File: src/rtl/plot_scheduler.sv
// rtl/plot_scheduler.sv - column-by-column function plot sequencer
//
// Purpose: for each screen column, launches an RPN evaluation at that
// column's x, converts the 8.8 result into a screen row and issues one
// framebuffer write when the row is on-screen. Parsing is launched once
// per run, before the first column.
//
// Ports:
//   clk, rst            single clock, synchronous active-high reset
//   start               plot request, accepted only in IDLE or DONE
//   parser_start        one-cycle pulse launching the expression parse
//   parser_ready        level from parser, output queue complete
//   eval_start          one-cycle pulse launching evaluation at eval_x
//   eval_x              signed 8.8 x of the current column
//   eval_done           one-cycle pulse, eval_result/eval_error valid
//   eval_result         signed 8.8 f(x)
//   eval_error          evaluation failed, qualified by eval_done
//   pixel_we            one-cycle framebuffer write strobe
//   pixel_x, pixel_y    write coordinates, valid with pixel_we
//   busy                high outside IDLE and DONE
//   done                level, high in DONE until next accepted start
//   skipped_count       saturating count of columns lost to error/timeout
module plot_scheduler #(
    parameter int                      NUMBER_WIDTH  = 16,
    parameter int                      SCREEN_WIDTH  = 64,
    parameter int                      SCREEN_HEIGHT = 48,
    parameter logic [NUMBER_WIDTH-1:0] X_START       = 16'hE000,
    parameter logic [NUMBER_WIDTH-1:0] X_STEP        = 16'h0100,
    parameter int                      Y_ORIGIN      = 24,
    parameter int                      TIMEOUT       = 1024,
    localparam int                     COL_W         = $clog2(SCREEN_WIDTH),
    localparam int                     ROW_W         = $clog2(SCREEN_HEIGHT)
) (
    input  logic                    clk,
    input  logic                    rst,
    input  logic                    start,
    output logic                    parser_start,
    input  logic                    parser_ready,
    output logic                    eval_start,
    output logic [NUMBER_WIDTH-1:0] eval_x,
    input  logic                    eval_done,
    input  logic [NUMBER_WIDTH-1:0] eval_result,
    input  logic                    eval_error,
    output logic                    pixel_we,
    output logic [COL_W-1:0]        pixel_x,
    output logic [ROW_W-1:0]        pixel_y,
    output logic                    busy,
    output logic                    done,
    output logic [7:0]              skipped_count
);

    localparam int FRAC_W = 8;
    localparam int INT_W  = NUMBER_WIDTH - FRAC_W;
    localparam int CALC_A = COL_W + ROW_W + 2;
    localparam int CALC_B = INT_W + 2;
    // Row arithmetic is wide enough that no result value can wrap into range.
    localparam int CALC_W = (CALC_A > CALC_B) ? CALC_A : CALC_B;
    localparam int WD_W   = $clog2(TIMEOUT) + 1;

    typedef enum logic [3:0] {
        S_IDLE,
        S_PARSE,
        S_PARSE_GAP,
        S_WAIT_PARSE,
        S_EVAL,
        S_WAIT_EVAL,
        S_WRITE,
        S_NEXT,
        S_DONE
    } state_t;

    state_t                   r_state;
    logic [COL_W-1:0]         r_col;
    logic [WD_W-1:0]          r_watchdog;
    logic [NUMBER_WIDTH-1:0]  r_eval_x;
    logic                     r_parser_start;
    logic                     r_eval_start;
    logic                     r_pixel_we;
    logic [COL_W-1:0]         r_pixel_x;
    logic [ROW_W-1:0]         r_pixel_y;
    logic                     r_busy;
    logic                     r_done;
    logic [7:0]               r_skipped;

    logic signed [CALC_W-1:0] w_row;
    logic                     w_row_ok;
    logic [WD_W-1:0]          w_wd_next;
    logic                     w_wd_expire;
    logic [7:0]               w_skip_sat;
    logic                     w_unused_frac;

    // Floor of the result is its integer byte; screen rows grow downward.
    assign w_row = $signed(CALC_W'(Y_ORIGIN))
                 - $signed({{(CALC_W-INT_W){eval_result[NUMBER_WIDTH-1]}},
                            eval_result[NUMBER_WIDTH-1:FRAC_W]});
    assign w_row_ok = !w_row[CALC_W-1]
                   && ($unsigned(w_row) < CALC_W'(SCREEN_HEIGHT));

    // Expiry is judged on the incremented value so the wait lasts
    // TIMEOUT-1 cycles and a stalled column costs TIMEOUT+1 cycles overall.
    assign w_wd_next   = r_watchdog + 1'b1;
    assign w_wd_expire = (w_wd_next == WD_W'(TIMEOUT - 1));

    assign w_skip_sat    = (r_skipped == 8'hFF) ? r_skipped : r_skipped + 8'd1;
    assign w_unused_frac = ^eval_result[FRAC_W-1:0];

    always_ff @(posedge clk) begin
        if (rst) begin
            r_state        <= S_IDLE;
            r_col          <= '0;
            r_watchdog     <= '0;
            r_eval_x       <= '0;
            r_parser_start <= 1'b0;
            r_eval_start   <= 1'b0;
            r_pixel_we     <= 1'b0;
            r_pixel_x      <= '0;
            r_pixel_y      <= '0;
            r_busy         <= 1'b0;
            r_done         <= 1'b0;
            r_skipped      <= '0;
        end else begin
            r_parser_start <= 1'b0;
            r_eval_start   <= 1'b0;
            r_pixel_we     <= 1'b0;
            unique case (r_state)
                S_IDLE, S_DONE: begin
                    if (start) begin
                        r_state        <= S_PARSE;
                        r_col          <= '0;
                        r_eval_x       <= X_START;
                        r_skipped      <= '0;
                        r_done         <= 1'b0;
                        r_busy         <= 1'b1;
                        r_parser_start <= 1'b1;
                    end
                end
                S_PARSE: begin
                    r_state <= S_PARSE_GAP;
                end
                // parser_ready may still be high from a previous run here.
                S_PARSE_GAP: begin
                    r_state <= S_WAIT_PARSE;
                end
                S_WAIT_PARSE: begin
                    if (parser_ready) begin
                        r_state      <= S_EVAL;
                        r_eval_start <= 1'b1;
                    end
                end
                S_EVAL: begin
                    r_watchdog <= '0;
                    r_state    <= S_WAIT_EVAL;
                end
                S_WAIT_EVAL: begin
                    r_watchdog <= w_wd_next;
                    // The result is consumed here, in the eval_done cycle, so
                    // the write strobe is registered and lands in WRITE.
                    if (eval_done) begin
                        r_state <= S_WRITE;
                        if (eval_error) begin
                            r_skipped <= w_skip_sat;
                        end else if (w_row_ok) begin
                            r_pixel_we <= 1'b1;
                            r_pixel_x  <= r_col;
                            r_pixel_y  <= w_row[ROW_W-1:0];
                        end
                    end else if (w_wd_expire) begin
                        r_state   <= S_NEXT;
                        r_skipped <= w_skip_sat;
                    end
                end
                S_WRITE: begin
                    r_state <= S_NEXT;
                end
                S_NEXT: begin
                    if (r_col == COL_W'(SCREEN_WIDTH - 1)) begin
                        r_state <= S_DONE;
                        r_done  <= 1'b1;
                        r_busy  <= 1'b0;
                    end else begin
                        r_col        <= r_col + 1'b1;
                        r_eval_x     <= r_eval_x + X_STEP;
                        r_state      <= S_EVAL;
                        r_eval_start <= 1'b1;
                    end
                end
                default: begin
                    r_state <= S_IDLE;
                    r_busy  <= 1'b0;
                end
            endcase
        end
    end

    assign parser_start  = r_parser_start;
    assign eval_start    = r_eval_start;
    assign eval_x        = r_eval_x;
    assign pixel_we      = r_pixel_we;
    assign pixel_x       = r_pixel_x;
    assign pixel_y       = r_pixel_y;
    assign busy          = r_busy;
    assign done          = r_done;
    assign skipped_count = r_skipped;

endmodule
File: config.mk
export PLATFORM = sky130hd
export DESIGN_NAME = plot_scheduler
export DESIGN_NICKNAME = d
export VERILOG_FILES = /design/src/rtl/plot_scheduler.sv
export SDC_FILE = /design/constraint.sdc
export NUM_CORES = 1
export LEC_CHECK = 0
export CAP_MARGIN = 5
export CORE_ASPECT_RATIO = 0.6
export CORE_MARGIN = 2
export CORE_UTILIZATION = 47
export CTS_BUF_LIST = sky130_fd_sc_hd__clkbuf_8
export CTS_CLUSTER_DIAMETER = 30
export DETAILED_ROUTE_END_ITERATION = 6
export HOLD_SLACK_MARGIN = 0.06
export PLACE_DENSITY = 0.86
export SLEW_MARGIN = 20
export SYNTH_ARGS = -nofsm -noshare
export SYNTH_HDL_FRONTEND = slang
export SYNTH_SLANG_ARGS = --single-unit
File: constraint.sdc
create_clock -name clk -period 1.95 [get_ports clk]
set_clock_uncertainty 0.05 [all_clocks]
set_input_delay 0.39 -clock clk [delete_from_list [all_inputs] [get_ports clk]]
set_output_delay 0.39 -clock clk [all_outputs]
set_load 0.02 [all_outputs]
Word-level counts from Yosys, hierarchy flattened
Cells that the tools add are included.
Widths: inputs -> output; s select.
{"block": "totals", "output_inout_bits": 41, "input_bits": 22, "register_bits": 62}
{"block": "op_classes", "n_eq_ne": 17, "n_reduce_logical": 16, "bitwise_logic": 5, "magnitude_cmp": 1, "addsub": 5, "n_mux": 30}
{"operator": "$mux 8", "count": 5}
{"operator": "$mux 16", "count": 2}
{"operator": "$pmux 16 s2", "count": 1}
{"operator": "$pmux 4 s8", "count": 1}
{"operator": "$pmux 11 s2", "count": 1}
{"operator": "$mux 4", "count": 5}
{"operator": "$add 16x9->16 const B", "count": 1}
{"operator": "$eq 4x3->1 const B", "count": 4}
{"operator": "$pmux 8 s2", "count": 1}
{"operator": "$lt 14x6->1 const B", "count": 1}
{"operator": "$mux 6", "count": 2}
{"operator": "$pmux 6 s2", "count": 1}
{"operator": "$reduce_and 3->1", "count": 4}
{"operator": "$add 11x1->11 const B", "count": 1}
{"operator": "$eq 11x10->1 const B", "count": 1}
{"operator": "$sub 6x8->9 const A", "count": 1}
{"operator": "$add 8x1->8 const B", "count": 1}
{"operator": "$eq 4x2->1 const B", "count": 2}
{"operator": "$eq 8x8->1 const B", "count": 1}
{"operator": "$mux 1", "count": 8}
{"operator": "$ne 2x2->1 const B", "count": 4}
{"operator": "$reduce_and 4->1", "count": 2}
{"operator": "$add 6x1->6 const B", "count": 1}
{"operator": "$eq 6x6->1 const B", "count": 1}
{"operator": "other kinds (13)", "count": 22}

Logic depth before layout (Yosys ltp)
Gate-level depths: netlist of run 1.
{"block": "logic_depth", "depth_word": 5, "mapped_depth": 9, "ltp_nobuf": 8}

Worst setup path after synthesis of run 1
Ideal clock, no wire load.
{"block": "synth_path", "path_type": "register to register", "from": "register r_watchdog[3]", "to": "register r_skipped[3], in the netlist skipped_count[3]", "stages_incl_launch_ff": 9, "slack_ns": -0.131, "t_required_ns": 1.812, "arrival_ns": 1.943, "cell_sequence": "dfxtp_1 > buf_2 > nand4_2 > or4_4 > a22oi_2 > o221ai_2 > or2_0 > buf_6 > o32ai_2"}
{"block": "synth_between", "elab_chain_cells": 4}
{"element": "start, declared", "line_no": "74", "rtl": "logic [WD_W-1:0] r_watchdog;"}
{"element": "start signal, assigned", "line_no": "155", "rtl": "r_watchdog <= w_wd_next;"}
{"element": "$add 11x1->11", "line_no": "101", "rtl": "assign w_wd_next = r_watchdog + 1'b1;"}
{"element": "$eq 11x10->1", "line_no": "102", "rtl": "assign w_wd_expire = (w_wd_next == WD_W'(TIMEOUT - 1));"}
{"element": "$ne 3x3->1 (no source line)"}
{"element": "$reduce_and 4->1 (no source line)"}
{"element": "end signal, assigned", "line_no": "161", "rtl": "r_skipped <= w_skip_sat;"}
{"element": "end signal, assigned", "line_no": "169", "rtl": "r_skipped <= w_skip_sat;"}
{"element": "end, declared", "line_no": "83", "rtl": "logic [7:0] r_skipped;"}
No other way between the ends.
A chain may end at the register's enable or synchronous reset.

Worst setup path in the final report of run 1
{"block": "layout_path", "from": "register r_watchdog[0]", "to": "register r_skipped[1], in the netlist skipped_count[1]"}
The elaborated chain is that of the path after synthesis.

==> key figures, run 1 <==
Final layout
  • Antenna cells: 0
  • Layout area overhead: 45.28%
  • Commonest cells after routing, fill and taps aside: buf_4, dfxtp_1, clkdlybuf4s50_1
  • Final Cell Area: roughly 4100 µm²
  • Fraction of layout cells with a size suffix above 1: between 20% and 30%
  • Most common cell after layout, fill and taps aside: buf_4
  • Final cell count without fillers: 521
  • Layout Nets: ~470

CTS
  • CTS clk-pin slew, worst paths: 0.11 ns
  • Clock sink count: 54
  • CTS tree: built
  • H-tree depth: 2
  • Root Driver: clkbuf_8
  • Clock latency on the worst-skew pair: roughly 0.33 ns
  • CTS Buffer Depth: 2
  • Cts bufs inserted: 5
  • Hold_buf cts: 0

Die
  • Die Area: about 6700 µm²
  • Io pins: 63
  • Core Footprint: 5702 µm²
  • Initial Utilization: roughly 50%
  • Die height: 64.31 µm
  • Die width: between 100 and 150 µm
  • Std cell rows: 21

Synthesis
  • Register area share after synthesis: 37.94%
  • Ys Warns: 0
  • EDFF count, synth: 0
  • Yosys reg bits: 54
  • Post-synthesis cell count: ~340
  • Async set-reset flop share out of synthesis: 0%
  • Synth area leader: dfxtp_1
  • Area contributors post-synth: dfxtp_1, nand2_1, nor2_1, a21oi_1, mux2i_1
  • Mean Syn Cell Area: ~8.5 µm²
  • Syn Std Cell Area: roughly 2800 µm²
  • Post-synth cell types: 54
  • Share of the synthesized area in the top cell type: roughly 38%
  • Most used DFF post-synth: dfxtp_1

Power and ir drop
  • Total power: ~2400 µW
  • Power Density: 578.9 nW/µm²
  • Static leakage: around 0.0016 µW
  • VDD IR-drop max: about 0.37 mV

Worst setup path
  • CP Launch Type: flip-flop
  • Crit path capture: skipped_count[1]
  • Setup crit end kind: flip-flop
  • Kind of critical path: reg -> reg
  • Max FO, Critical Path: 7
  • Critical Path AT: 2.39 ns
  • Worst r2r src: r_watchdog[0]
  • Reg-to-Reg End: skipped_count[1]
  • Reg-to-reg slack, setup: -0.23 ns
  • Beginning of the critical path: r_watchdog[0]
  • Req. time, crit path: between 2 and 2.5 ns
  • R2R depth: 8

Global route
  • First-pass GRT wire length: 13.13 mm
  • Initial antenna violation count: 0
  • Largest net degree at the start of global routing: 25
  • Grt ovf: 0
  • All-Layer GR Usage: ~24%
  • Number of global-route vias before repair: about 2,700

Timing
  • Final Setup Violations: 11
  • WHS: ~0.36 ns
  • Hold Violations, Final: 0
  • Final setup TNS: -1.627 ns
  • Max-slew violations: 0
  • Final min period: approximately 2.2 ns
  • FMAX: 0.4589 GHz
  • Fin worst setup slack: -0.2291 ns
  • RSZ-0062 raised after global routing: yes
  • Crit share post-route: 111.7%

Placement
  • DP Cell Count: 500
  • Placed wire-length estimate: between 5 and 6 mm
  • IO buf count: 46
  • GP Congestion: between 0.9 and 1
  • DP Area: 3794 µm²

Min path
  • Worst Hold Depth: 3
  • HP Class: in -> reg

Routing
  • Detailed-route DRC error count: 0
  • Routed wire length: ~8.4 mm
  • Initial DRC count: around 230
  • Routed Antenna Nets: 0
  • Via density: ~5.5
  • WL/cell: roughly 16 µm
  • Via count: between 2,000 and 3,000
  • Router iterations before antenna repair: 5

Status
  • Violated checks: setup timing
  • Status: complete, but fails checks

Job
  • Total of max-cap violations: 0
==> where the power goes <==
group	leakage (µW)	internal, µW	switching, µW
Combinational	0.00109	246	303
Sequential	0.000442	1130	29.9
Clock	0.0000502	267	419
==> per-stage QoR <==
stage,util (%),setup WS (ns)
floorplan,-,-0.09208
detailed placement,66.54,-0.6873
CTS,70.13,-0.1595
global placement,66.54,-0.6053
global route,72.59,-0.2638
finish,72.59,-0.2291
==> registers in the layout, indices dropped and copies added, names as in the netlist <==
| signal | cells |
|---|---|
| r_watchdog | 11 |
| done | 1 |
| r_state | 4 |
| r_col | 6 |
| pixel_x | 6 |
| busy | 1 |
| pixel_y | 6 |
| pixel_we | 1 |
| eval_x | 8 |
| parser_start | 1 |
| skipped_count | 8 |
| eval_start | 1 |
==> Yosys cell counts (2+ instances only) <==
library cell / count
nand2_1: 37
or3_1: 4
nand3_1: 11
inv_1: 6
buf_6: 2
dfxtp_1: 54
o21ai_0: 12
ha_1: 6
and2_1: 3
or2_2: 2
nor3b_1: 2
nand4_1: 8
nor2b_1: 6
o32ai_2: 4
a211oi_1: 2
buf_2: 4
nor4_1: 2
buf_4: 8
a31oi_1: 5
xor2_1: 12
clkbuf_1: 11
a21oi_1: 26
nand2b_1: 8
o211ai_1: 2
nand4bb_1: 2
mux2i_1: 13
o31ai_1: 2
nor2_1: 37
a311oi_1: 5
nand3b_1: 3
nor3_1: 7
xnor2_1: 5
and3b_1: 2
and3_1: 3
==> timing repair <==
item | in CTS | in global routing
setup endpoints to repair | 23 | 31
pin swaps | 16 | 11
gates cloned | 1 | 0
buffers inserted | 4 | 9
endpoints found under the hold margin | 0 | 0
gates resized for setup | 37 | 23
==> how the worst min path moves through the flow <==
stage | slack (ns) | to | from
after floorplan | 0.41 | r_watchdog[6] | r_watchdog[6]
after global placement | 0.41 | done | done
after global routing | 0.36 | pixel_y[0] | eval_result[8]
final | 0.36 | pixel_y[0] | eval_result[8]
after CTS | 0.37 | pixel_y[0] | eval_result[8]
after detailed placement | 0.42 | done | done
==> critical path, cell delays in order (launching register included) <==
cell      delay [ns]
dfxtp_4         0.40
nand2_4         0.06
or4_4           0.50
a22oi_2         0.26
buf_4           0.17
o211ai_1        0.11
buf_4           0.20
or2_1           0.22
a21oi_1         0.13
==> kinds of logic (layout without fill, tap and decap cells) <==
| group | after synthesis | count (layout) | synth area share, % |
|---|---|---|---|
| DFF | 54 | 54 | 37.94 |
| adders and majority gates | 6 | 6 | 2.635 |
| xor gates and xnor gates | 17 | 17 | 5.226 |
| buffers and inverters | 32 | 130 | 5.973 |
| and+or+nand+nor | 145 | 145 | 26.13 |
| AOI/OAI and AO/OA | 68 | 68 | 17.39 |
| other | 1 | 8 | 0.1316 |
| muxes | 13 | 13 | 4.567 |
==> area by class of cell <==
cell class | count | area (µm²)
multi-input combinational | 257 | 1783
fill | 408 | 1563
sequential | 54 | 1100
timing repair buffer | 116 | 1036
tap | 80 | 100.1
clock buffer | 5 | 68.82
clock inverter | 3 | 28.78
inverter | 6 | 22.52
==> layer usage <==
layer	up-vias	track usage, %	routed length, µm
met3	21	3.980	519
li1	1388	-	-
met2	109	41.26	3917
met1	1370	31.86	3777
met5	-	0	0
met4	0	7.432	198
No activity file was read; power rests on OpenSTA's default activity.
==> run 2, diff against run 1 <==
- CORE_MARGIN: 2 -> 3
- MAX_ROUTING_LAYER: not set -> met4
- TNS_END_PERCENT: not set -> 10
==> run 2 against run 1 <==
The run still ends with setup timing left. Via count decreased by 2.5%. Maximum frequency up 3.9%. Sequential share of layout area increased by 0.48 points. Die area is 5.1% higher. Non-clock buffer count is 10 lower. Global-route usage down 0.63 points.
==> key figures, run 2 (same netlist as run 1, synthesis figures left out) <==
Status
  • Status: complete, but fails checks
  • Violated checks: setup timing

Routing
  • Routed Antenna Nets: 0 (unchanged)
  • Via density: 5.511 (-0.58%)
  • Initial DRC count: 222 (-3.1%)
  • Router iterations before antenna repair: 4 (-1)
  • Via count: 2,816 (-2.5%)
  • WL/cell: 15.75 µm (-2.4%)
  • Routed wire length: 8.050 mm (-4.3%)
  • Detailed-route DRC error count: 0 (unchanged)

Worst setup path
  • Req. time, crit path: 2.13 ns (-0.03 ns)
  • Setup crit end kind: flip-flop
  • Crit path cell chain: nand4_4 > or4_4 > a22oi_2 > o221ai_2 > or2_4 > o32ai_2
  • Critical Path AT: 2.28 ns (-0.11 ns)
  • Slowest CP cell: or4_4
  • Crit path max-delay family: simple AND/OR/NAND/NOR gates
  • Crit path buf inv count: 0 (-2)
  • CP Launch Type: flip-flop
  • Max FO, Critical Path: 6 (-1)
  • Largest stage delay, worst path: 0.49 ns (about the same)
  • Kind of critical path: reg -> reg

CTS
  • CTS clk-pin slew, worst paths: 0.11 ns (about the same)
  • H-tree depth: 2 (unchanged)
  • Clock latency on the worst-skew pair: 0.31 ns (-0.02 ns)
  • CTS tree: built
  • Clock sink count: 54 (unchanged)
  • Cts bufs inserted: 5 (unchanged)
  • Root Driver: clkbuf_8
  • Hold_buf cts: 0 (unchanged)
  • CTS Buffer Depth: 2 (unchanged)

Final layout
  • Top reg by flops: r_watchdog
  • Final cell count without fillers: 511 (-1.9%)
  • Layout Nets: 458 (-2.1%)
  • Fraction of layout cells with a size suffix above 1: 25.29% (-3.7 points)
  • Layout area overhead: 41.59%
  • Final Cell Area: 4034 µm² (-2.5%)
  • Max FFs per register: 11 (unchanged)
  • Antenna cells: 0 (unchanged)
  • Commonest cells after routing, fill and taps aside: buf_4, dfxtp_1, clkdlybuf4s50_1
  • Most common cell after layout, fill and taps aside: buf_4

Placement
  • DP Area: 3779 µm² (-0.40%)
  • IO buf count: 46 (unchanged)
  • GP Congestion: 0.8834 (-7.9%)
  • Placed wire-length estimate: 5.611 mm (about the same)
  • DP Cell Count: 500 (unchanged)

Timing
  • RSZ-0062 raised after global routing: yes
  • Crit share post-route: 107.5% (-4.2 points)
  • Max-slew violations: 0 (unchanged)
  • FMAX: 0.4769 GHz (+3.9%)
  • Final Setup Violations: 11 (unchanged)
  • Final min period: 2.097 ns (-0.08220 ns)
  • Fin worst setup slack: -0.1469 ns (+0.08219 ns)
  • Hold Violations, Final: 0 (unchanged)

Global route
  • Initial antenna violation count: 0 (unchanged)
  • First-pass GRT wire length: 13.01 mm (-0.94%)
  • Largest net degree at the start of global routing: 25 (unchanged)
  • Grt ovf: 0 (unchanged)
  • Number of global-route vias before repair: 2,646 (-2.9%)
  • All-Layer GR Usage: 23.65% (-0.63 points)

Die
  • Io pins: 63 (unchanged)
  • Die width: 106.5 µm (+1.9%)
  • Die height: 66.31 µm (+3.1%)
  • Core Footprint: 5728 µm² (+0.46%)
  • Initial Utilization: 49.74% (-0.23 points)
  • Std cell rows: 21 (unchanged)
  • Die Area: 7062 µm² (+5.1%)

Power and ir drop
  • Total power: 2536 µW (+5.8%)
  • VDD IR-drop max: 0.4679 mV (+25%)
  • Power Density: 628.6 nW/µm² (+8.6%)
  • Static leakage: 0.001503 µW (-4.9%)

Min path
  • HP Class: reg -> reg

Job
  • Total of max-cap violations: 0 (unchanged)
run 2: cell types whose count changed in the layout (fill, tap and decap cells not counted), moves of 2 or more:
| cell | change |
|---|---|
| a21oi_1 | +2 |
| a21oi_2 | -2 |
| buf_4 | -6 |
| buf_6 | -4 |
| bufinv_16 | +2 |
| clkdlybuf4s50_1 | +3 |
| dfxtp_1 | +3 |
| dfxtp_4 | -2 |
| nand2_4 | -2 |
| o21ai_0 | +2 |
| o21ai_2 | -3 |
run 2: metal layers:
layer  vias up  track usage (%)  wire [µm]
li1       1365                -          -
met1      1334            31.26       3774
met2       104            38.25       3725
met3        13            4.585        448
met4         0            4.785        101
met5         -                -          0
run 2: final timing paths:
check             slack (ns)           from  depth (start not counted)               end
hold / removal          0.45     pixel_y[0]                          2        pixel_y[0]
hold reg to reg         0.45     pixel_y[0]                          2        pixel_y[0]
setup / recovery       -0.15  r_watchdog[2]                          6  skipped_count[3]
setup reg to reg       -0.15  r_watchdog[2]                          6  skipped_count[3]
run 2: timing repair:
action                                  CTS  global route
gates resized for setup                  20            20
endpoints found under the setup margin   24            33
setup buffers                             1             1
pin swaps                                 4            11
cloned                                    1             0
hold endpoints to repair                  0             0
run 2: final cells by class:
| cell class | count | area, µm² |
|---|---|---|
| multi-input cells | 257 | 1735 |
| inverters | 6 | 22.52 |
| repair buffers | 106 | 947.2 |
| flip-flops and latches | 54 | 1091 |
| clock buffers | 5 | 68.82 |
| clock inverters | 3 | 68.82 |
| fillers | 451 | 1694 |
| well taps | 80 | 100.1 |
run 2: tightest hold or removal path: cells and delay by family (launching register included):
kind	cells	cell delay [ns]
muxes	1	0.06
DFF	1	0.34
and+or+nand+nor	1	0.07
run 2: power breakdown:
part / switching [µW] / total, µW / internal (µW)
sequential: 28.9 / 1160 / 1130
clock: 386 / 900 / 515
combinational: 264 / 473 / 209
total: 679 / 2540 / 1860
run 2: metrics by stage:
stage,setup TNS [ns],worst slack [ns],hold WS (ns),utilization (%)
after detailed placement,-10.89,-0.6297,0.4358,65.97
after floorplan,-1.044,-0.09214,0.4188,-
after CTS,-0.9741,-0.1483,0.4533,69.48
after global routing,-1.910,-0.2032,0.4613,70.42
final,-0.9485,-0.1469,0.4511,70.42
after global placement,-9.444,-0.5584,0.4076,65.97
